==> src/rtl/hazard_ctrl_pkg.sv <==
// hazard_ctrl_pkg: shared definitions for the 5-stage core pipeline control.
//   REG_W     - register address width (register 0 is hardwired zero)
//   state_e   - sequencing states of the hazard controller
//   NOP_INSTR - encoding loaded into a pipeline register to form a bubble
//               (all control bits zero)
package hazard_ctrl_pkg;

    localparam int REG_W = 4;

    typedef enum logic [1:0] {
        ST_RUN    = 2'd0,
        ST_DRAIN  = 2'd1,
        ST_HALTED = 2'd2
    } state_e;

    localparam logic [31:0] NOP_INSTR = 32'h0000_0000;

endpackage

==> src/rtl/hazard_ctrl_sat_counter.sv <==
// sat_counter: event counter that stops at all-ones instead of wrapping.
//   clk    - rising-edge clock
//   rst_n  - asynchronous active-low reset, clears the count
//   inc    - count one event this cycle
//   count  - current value
module sat_counter #(
    parameter int W = 16
) (
    input  logic         clk,
    input  logic         rst_n,
    input  logic         inc,
    output logic [W-1:0] count
);

    logic [W-1:0] r_count;

    always_ff @(posedge clk or negedge rst_n) begin
        if (!rst_n) begin
            r_count <= '0;
        end else if (inc && (r_count != '1)) begin
            r_count <= r_count + W'(1);
        end
    end

    assign count = r_count;

endmodule

==> src/rtl/hazard_ctrl.sv <==
// hazard_ctrl: pipeline sequencing for the 5-stage core. Resolves the hazards
// forwarding cannot: data-memory wait (full freeze), taken branch (flush the
// two younger instructions), load-use (one bubble), and HLT (drain then halt).
// Control outputs are combinational from state and current inputs so a stall
// takes effect in the cycle it is detected.
//   Inputs : if_id_rs/rt/uses_rt/halt (ID instruction), id_ex_memread/rd
//            (EX instruction), ex_branch_taken, ex_mem_memreq, dmem_ready
//   Outputs: pc_we, if_id_we, if_id_flush, id_ex_we, id_ex_bubble, ex_mem_we,
//            mem_wb_we, halted, stall_cnt, flush_cnt (saturating),
//            dbg_state (current controller state)
module hazard_ctrl
    import hazard_ctrl_pkg::*;
#(
    parameter int CNT_W        = 16,
    parameter int DRAIN_CYCLES = 3
) (
    input  logic             clk,
    input  logic             rst_n,
    input  logic [REG_W-1:0] if_id_rs,
    input  logic [REG_W-1:0] if_id_rt,
    input  logic             if_id_uses_rt,
    input  logic             if_id_halt,
    input  logic             id_ex_memread,
    input  logic [REG_W-1:0] id_ex_rd,
    input  logic             ex_branch_taken,
    input  logic             ex_mem_memreq,
    input  logic             dmem_ready,
    output logic             pc_we,
    output logic             if_id_we,
    output logic             if_id_flush,
    output logic             id_ex_we,
    output logic             id_ex_bubble,
    output logic             ex_mem_we,
    output logic             mem_wb_we,
    output logic             halted,
    output logic [CNT_W-1:0] stall_cnt,
    output logic [CNT_W-1:0] flush_cnt,
    output logic [1:0]       dbg_state
);

    localparam int DW = (DRAIN_CYCLES > 1) ? $clog2(DRAIN_CYCLES) : 1;

    state_e        r_state;
    state_e        w_state_nxt;
    logic [DW-1:0] r_drain;
    logic [DW-1:0] w_drain_nxt;
    logic          w_mem_wait;
    logic          w_load_use;
    logic          w_stall_inc;
    logic          w_flush_inc;

    assign w_mem_wait = ex_mem_memreq & ~dmem_ready;

    // Register 0 never carries a real dependency, so a load to r0 never stalls.
    assign w_load_use = id_ex_memread && (id_ex_rd != '0) &&
                        ((id_ex_rd == if_id_rs) ||
                         (if_id_uses_rt && (id_ex_rd == if_id_rt)));

    always_ff @(posedge clk or negedge rst_n) begin
        if (!rst_n) begin
            r_state <= ST_RUN;
            r_drain <= '0;
        end else begin
            r_state <= w_state_nxt;
            r_drain <= w_drain_nxt;
        end
    end

    always_comb begin
        w_state_nxt  = r_state;
        w_drain_nxt  = r_drain;
        pc_we        = 1'b0;
        if_id_we     = 1'b0;
        id_ex_we     = 1'b0;
        ex_mem_we    = 1'b0;
        mem_wb_we    = 1'b0;
        if_id_flush  = 1'b0;
        id_ex_bubble = 1'b0;
        if (rst_n) begin
            case (r_state)
                ST_RUN: begin
                    if (!w_mem_wait) begin
                        pc_we     = 1'b1;
                        if_id_we  = 1'b1;
                        id_ex_we  = 1'b1;
                        ex_mem_we = 1'b1;
                        mem_wb_we = 1'b1;
                        if (ex_branch_taken) begin
                            if_id_flush  = 1'b1;
                            id_ex_bubble = 1'b1;
                        end else if (w_load_use) begin
                            pc_we        = 1'b0;
                            if_id_we     = 1'b0;
                            id_ex_bubble = 1'b1;
                        end else if (if_id_halt) begin
                            // HLT stays in ID; only the older instructions move on.
                            pc_we        = 1'b0;
                            if_id_we     = 1'b0;
                            id_ex_bubble = 1'b1;
                            w_state_nxt  = ST_DRAIN;
                            w_drain_nxt  = DW'(DRAIN_CYCLES - 1);
                        end
                    end
                end
                ST_DRAIN: begin
                    // A branch cannot be in EX behind HLT, so it is ignored here.
                    if (!w_mem_wait) begin
                        id_ex_we     = 1'b1;
                        ex_mem_we    = 1'b1;
                        mem_wb_we    = 1'b1;
                        id_ex_bubble = 1'b1;
                        if (r_drain == '0) begin
                            w_state_nxt = ST_HALTED;
                        end else begin
                            w_drain_nxt = r_drain - DW'(1);
                        end
                    end
                end
                default: begin
                    // ST_HALTED: everything frozen until reset.
                end
            endcase
        end
    end

    assign w_stall_inc = rst_n && (r_state != ST_HALTED) && !pc_we;
    assign w_flush_inc = rst_n && (r_state == ST_RUN) && !w_mem_wait && ex_branch_taken;

    sat_counter #(.W(CNT_W)) u_stall_cnt (
        .clk   (clk),
        .rst_n (rst_n),
        .inc   (w_stall_inc),
        .count (stall_cnt)
    );

    sat_counter #(.W(CNT_W)) u_flush_cnt (
        .clk   (clk),
        .rst_n (rst_n),
        .inc   (w_flush_inc),
        .count (flush_cnt)
    );

    assign halted    = (r_state == ST_HALTED);
    assign dbg_state = r_state;

endmodule

==> config.mk <==
export PLATFORM = sky130hd
export DESIGN_NAME = hazard_ctrl
export DESIGN_NICKNAME = d
export VERILOG_FILES = /design/src/rtl/hazard_ctrl_pkg.sv /design/src/rtl/hazard_ctrl_sat_counter.sv /design/src/rtl/hazard_ctrl.sv
export SDC_FILE = /design/constraint.sdc
export NUM_CORES = 1
export LEC_CHECK = 0
export BUFFER_PORTS_ARGS = -buffer_cell sky130_fd_sc_hd__buf_2
export CAP_MARGIN = 20
export CORE_ASPECT_RATIO = 1.1
export CORE_MARGIN = 2
export CORE_UTILIZATION = 34
export CTS_CLUSTER_DIAMETER = 50
export CTS_CLUSTER_SIZE = 14
export DETAILED_ROUTE_END_ITERATION = 8
export MAX_ROUTING_LAYER = met4
export PLACE_DENSITY = 0.64
export SETUP_SLACK_MARGIN = 0.4
export SLEW_MARGIN = 20
export SYNTH_ARGS = -nofsm -noshare
export SYNTH_HDL_FRONTEND = slang
export SYNTH_HIERARCHICAL = 1
export SYNTH_SLANG_ARGS = --single-unit
==> constraint.sdc <==
create_clock -name clk -period 2.4 [get_ports clk]
set_input_delay 0.72 -clock clk [delete_from_list [all_inputs] [get_ports clk]]
set_output_delay 0.72 -clock clk [all_outputs]
set_load 0.005 [all_outputs]
Word-level counts from Yosys, hierarchy flattened. Index checks and enable logic that the tools add are counted.

Output and inout port bits: 42. Flip-flop bits (word level): 36. Word-level logic and storage cells: 76.

Reduce and logical (&&, ||, !) cells: 20. Mux-type cells: 33. Equal/unequal tests: 14. Bitwise gates (word level): 2. Add/sub/neg operators: 3.

Operators with widths (count): 16-bit by 1-bit adder with 16-bit output, second input constant (2); 16-bit != test, second input constant (2); 2-bit two-way mux (12); 1-bit two-way mux (18); 2-bit != test, second input constant (8); 8-bit AND reduction (2); 1-bit logical AND (10); 4-bit equality test (2); 2-bit one-hot mux with 2 select lines (2); 2-bit zero test (2); 4-bit nonzero test (1); 2-bit by 1-bit equality test with 1-bit output, second input constant (1); 2-bit equality test, second input constant (1); 1-bit zero test (2); 1-bit one-hot mux with 2 select lines (1); 2-bit nonzero test (1); 2-bit OR reduction (1); 2-bit by 1-bit subtractor with 2-bit output, second input constant (1); 1-bit bitwise AND (1); 1-bit logical OR (1); 1-bit inverter (1).

Logic depth before layout (Yosys ltp).
Depth in word-level cells: 12. Gate-level depth with buffers: 10. Mapped depth without buffers: 9.

Modules after synthesis. The synthesis kept the hierarchy.

By module, submodules not included: sat_counter at u_flush_cnt (area an instance 859.6 µm², seq. area each 400.4 µm², instances 1, cells each 72); sat_counter at u_stall_cnt (area an instance 782.0 µm², seq. area each 400.4 µm², instances 1, cells each 72); hazard_ctrl (area an instance 462.9 µm², seq. area each 100.1 µm², instances 1, cells each 55).

Least setup slack after synthesis. Ideal clock, no wire load.

Path kind: in2reg. Start point: input port ex_mem_memreq. End point: register u_stall_cnt.r_count[13] (netlist: u_stall_cnt/count[13]). Arrival: 2.715 ns. Library setup time: 0.125 ns. Stages: 10. Setup slack: -0.440 ns. Cells stage by stage: nor2b_1 > or2_1 > buf_2 > inv_2 > a311o_1 > a21oi_1 > nand4_1 > nor4_1 > nand3_1 > xnor2_1.

Word-level cells in the longest chain between the ends: 7.

Ends and longest elaborated chain: start: declaration (line hazard_ctrl.sv:26) `input logic ex_mem_memreq,`; 1-bit bitwise AND (line hazard_ctrl.sv:52) `assign w_mem_wait = ex_mem_memreq & ~dmem_ready;`; 1-bit two-way mux (line hazard_ctrl.sv:82) `if (!w_mem_wait) begin`; 1-bit two-way mux (line hazard_ctrl.sv:80) `case (r_state)`; 1-bit two-way mux (line hazard_ctrl.sv:79) `if (rst_n) begin`; 1-bit zero test (line hazard_ctrl.sv:126) `assign w_stall_inc = rst_n && (r_state != ST_HALTED) && !pc_we;`; 1-bit logical AND (line hazard_ctrl.sv:126); net w_stall_inc (line hazard_ctrl.sv:49) `logic w_stall_inc;`; 1-bit logical AND (line hazard_ctrl_sat_counter.sv:20) `end else if (inc && (r_count != '1)) begin`; end signal: assignment (line hazard_ctrl_sat_counter.sv:21) `r_count <= r_count + W'(1);`; end: declaration (line hazard_ctrl_sat_counter.sv:15) `logic [W-1:0] r_count;`.

The timed path passes the listed nets, and every way through them passes these cells. A chain may end at the register's enable or synchronous reset.

Worst setup path after layout.
Start point: input port id_ex_rd[2]. End point: output port pc_we.

Word-level cells in the longest chain between the ends: 9. Elaborated cells between the ends (all ways): 12. Those cells by class: eq/ne (2); mux (5); reduce/logical (5).

Ends and longest elaborated chain: start: declaration (line hazard_ctrl.sv:24) `input logic [REG_W-1:0] id_ex_rd,`; 4-bit equality test (line hazard_ctrl.sv:57) `(if_id_uses_rt && (id_ex_rd == if_id_rt)));`; 1-bit logical AND (line hazard_ctrl.sv:57); 1-bit logical OR (line hazard_ctrl.sv:56) `((id_ex_rd == if_id_rs) ||`; 1-bit logical AND * (line hazard_ctrl.sv:55) `assign w_load_use = id_ex_memread && (id_ex_rd != '0) &&`; 1-bit two-way mux * (line hazard_ctrl.sv:91) `end else if (w_load_use) begin`; 1-bit two-way mux * (line hazard_ctrl.sv:88) `if (ex_branch_taken) begin`; 1-bit two-way mux * (line hazard_ctrl.sv:82); 1-bit two-way mux * (line hazard_ctrl.sv:80); 1-bit two-way mux * (line hazard_ctrl.sv:79); end: declaration (line hazard_ctrl.sv:28) `output logic pc_we,`.

Every way passes the cells marked *; elsewhere a longest branch is shown, timed or not.

==> results.json <==
{
  "status": "finished with violations",
  "violations": "negative setup slack",
  "vdd_drop_max_mv": 0.579,
  "ys.flop_type": "dfrtp_1",
  "dpl_cell_area_um2": 2730,
  "area.sequential_um2": 901,
  "final_cell_mix": "buf_2, dfrtp_1, buf_6",
  "groute.usage.overall": 0.160,
  "rows": 30,
  "finalSetupViolations": 13,
  "synth_area_um2": 2100,
  "dp_hpwl_mm": 3.83,
  "synth_cell_type_count": 55,
  "setup_slack_ns": -0.206,
  "synth-compound-area-share": 0.115,
  "synth-xor-area-share": 0.108,
  "cts_buffer_depth": 2,
  "post_drt_via_cell_ratio": 5.09,
  "drt_iter0_markers": 80,
  "final_max_slew_viol_count": 0,
  "clock-sinks": 36,
  "tightest_slew_ns": 0.617,
  "start_util": 0.346,
  "highest-signal-layer": "met4",
  "final_cell_area_um2": 3150,
  "core_area_um2": 6080,
  "maxCapViolations": 0,
  "wl_met2_mm": 2.86,
  "fillCellCount": 581,
  "wire_per_inst_um": 14.5,
  "path_max_fanout": 3,
  "die_h_um": 86.5,
  "die-area_um2": 6840,
  "n_antenna_cell": 0,
  "drc": 0,
  "grt-ovfl-total": 0,
  "first_pass_iters": 4,
  "cp-startpoint": "id_ex_rd[2]",
  "io_buffer_count": 61,
  "synth_edf_count": 0,
  "synthSimpleGateAreaFrac": 0.284,
  "clkTransAtPathRegs_ns": 0.07,
  "slew_headroom": 0.583,
  "synth_fa_ha_area_frac": 0.0178,
  "cts_max_level": 2,
  "totalWireLength_mm": 5.43,
  "clockRootBuffer": "clkbuf_8",
  "grt_pass1_wl_mm": 8.52,
  "grt_pass1_vias": 1857,
  "die-width_um": 79.0,
  "power.leakage_nw": 1.55,
  "dr_total_vias": 1909,
  "rsz0062_at_grt": "yes",
  "final_common_cell": "buf_2",
  "rr_worst_depth": 5,
  "multi_input_area_um2": 1370,
  "p_total_mw": 2.23,
  "final_antenna_net_count": 0,
  "finalCritPeriodShare": 1.09,
  "final.min_clock_period_ns": 2.61,
  "antenna_found_initial": 0,
  "ys_seq_area_frac": 0.428,
  "required_ns": 1.68,
  "io_pins": 62,
  "placed_cells": 357,
  "synthMuxAreaShare": 0.0226,
  "finClkSkew_ns": 0.00248,
  "wl_met1_mm": 2.35,
  "grt_max_degree": 37,
  "synth_cells": 199,
  "reg2reg_from": "u_stall_cnt/count[0]$_DFFE_PN0P_",
  "syn-num-nets": 222,
  "ys_ff_latch": 36,
  "fin_tns_setup_ns": -1.16,
  "wl_met3_um": 196,
  "yosys_warnings": 6,
  "crit_arrival_ns": 1.89,
  "avgSynthCellArea_um2": 10.6,
  "place.gp.congestion": 0.784,
  "cp-end-kind": "output port",
  "synthArstFlopShare": 1.00,
  "clock_latency_ns": 0.28,
  "cts_tree": "done",
  "max_freq_mhz": 384,
  "cts_made_buffers": 5,
  "place_ws_ns": -0.271,
  "finalNonFillerCells": 375,
  "area_growth_syn_to_layout_pct": 49.8,
  "final_nets": 318,
  "crit_type": "input port to output port",
  "hold_viol": 0,
  "synth_top_family_by_area": "simple AND/OR/NAND/NOR gates",
  "hp-start": "u_stall_cnt/count[14]$_DFFE_PN0P_",
  "critPathLaunchType": "input port",
  "power_density_nw_per_um2": 708,
  "hold-path-cell-count": 1,
  "hold_path.class": "flip-flop to flip-flop",
  "ctsHoldBuffers": 0,
  "drive_gt1_frac": 0.498
}
[registers in the layout (all words and copies together) (netlist names)]
register	cells
dbg_state	2
u_stall_cnt/count	16
u_flush_cnt/count	16
r_drain	2
[report_power, final]
group,switching [mW],internal [mW]
Sequential,0.180,0.724
Combinational,0.378,0.483
Clock,0.212,0.256
Total,0.769,1.46
[kinds of logic (layout without fill, tap and decap cells)]
family,count (synthesis),count (layout)
multiplexers,4,4
AND/OR/NAND/NOR,88,88
flip-flops,36,36
adder cells (fa/ha/maj),3,3
XOR/XNOR,26,26
buffers and inverters,10,106
AO/OA/AOI/OAI,32,32
[final cells by class]
cell class	count	share of cell area
multi-input cells	153	0.433
repair buffers	94	0.212
well taps	80	0.0317
inverters	5	0.00754
flip-flops and latches	36	0.286
clock buffers	7	0.0306
[what timing repair did]
item,in CTS,in global routing
buffers inserted,5,6
resized for setup,25,25
endpoints found under the setup margin,36,35
pin swaps,12,11
[per-layer routing]
metal | track usage | vias to the layer above
li1 | - | 932
met3 | 0.0292 | 4
met4 | 0.0392 | 0
met1 | 0.195 | 933
met5 | - | -
met2 | 0.275 | 40
[worst max-delay path, cell delays in order]
cell     delay (ns)
buf_6          0.09
o41a_1         0.46
and3_4         0.18
a22oi_4        0.17
a21o_1         0.15
buf_2          0.11
[worst paths after layout]
check,slack (ns),endpoint
min,0.51,u_stall_cnt/count[14]$_DFFE_PN0P_
max,-0.21,pc_we
max reg2reg,0.13,u_stall_cnt/count[1]$_DFFE_PN0P_
min in group asynchronous,0.60,dbg_state[1]$_DFFE_PN0P_
min reg2reg,0.51,u_stall_cnt/count[14]$_DFFE_PN0P_
max in group asynchronous,1.46,u_flush_cnt/count[10]$_DFFE_PN0P_
[through the flow]
step | util | hold slack [ns]
detailed placement | 0.449 | 0.509
finish | 0.519 | 0.513
CTS | 0.492 | 0.520
global placement | 0.449 | 0.495
global route | 0.519 | 0.530
floorplan | - | 0.424
[cell usage after synthesis, drive strengths merged, types with 2 or more instances]
cell    number  area (um^2)
xor2        13          114
dfrtp       36          901
nor2b        2         12.5
ha           3         37.5
nor4         5         67.6
mux2         3         37.5
o21a         5         37.5
buf          5         32.5
xnor2       13          114
inv          5         18.8
and4         4         38.8
nor3         7         40.0
a31oi        3         18.8
nor2         9         36.3
nand2b       2         12.5
a21oi        8         40.0
nand4       18          140
nand2       12         52.6
and2         2         12.5
nand3       12         72.6
o21ai        5         25.0
and3        10         67.6
(Power assumes the default switching activity.)
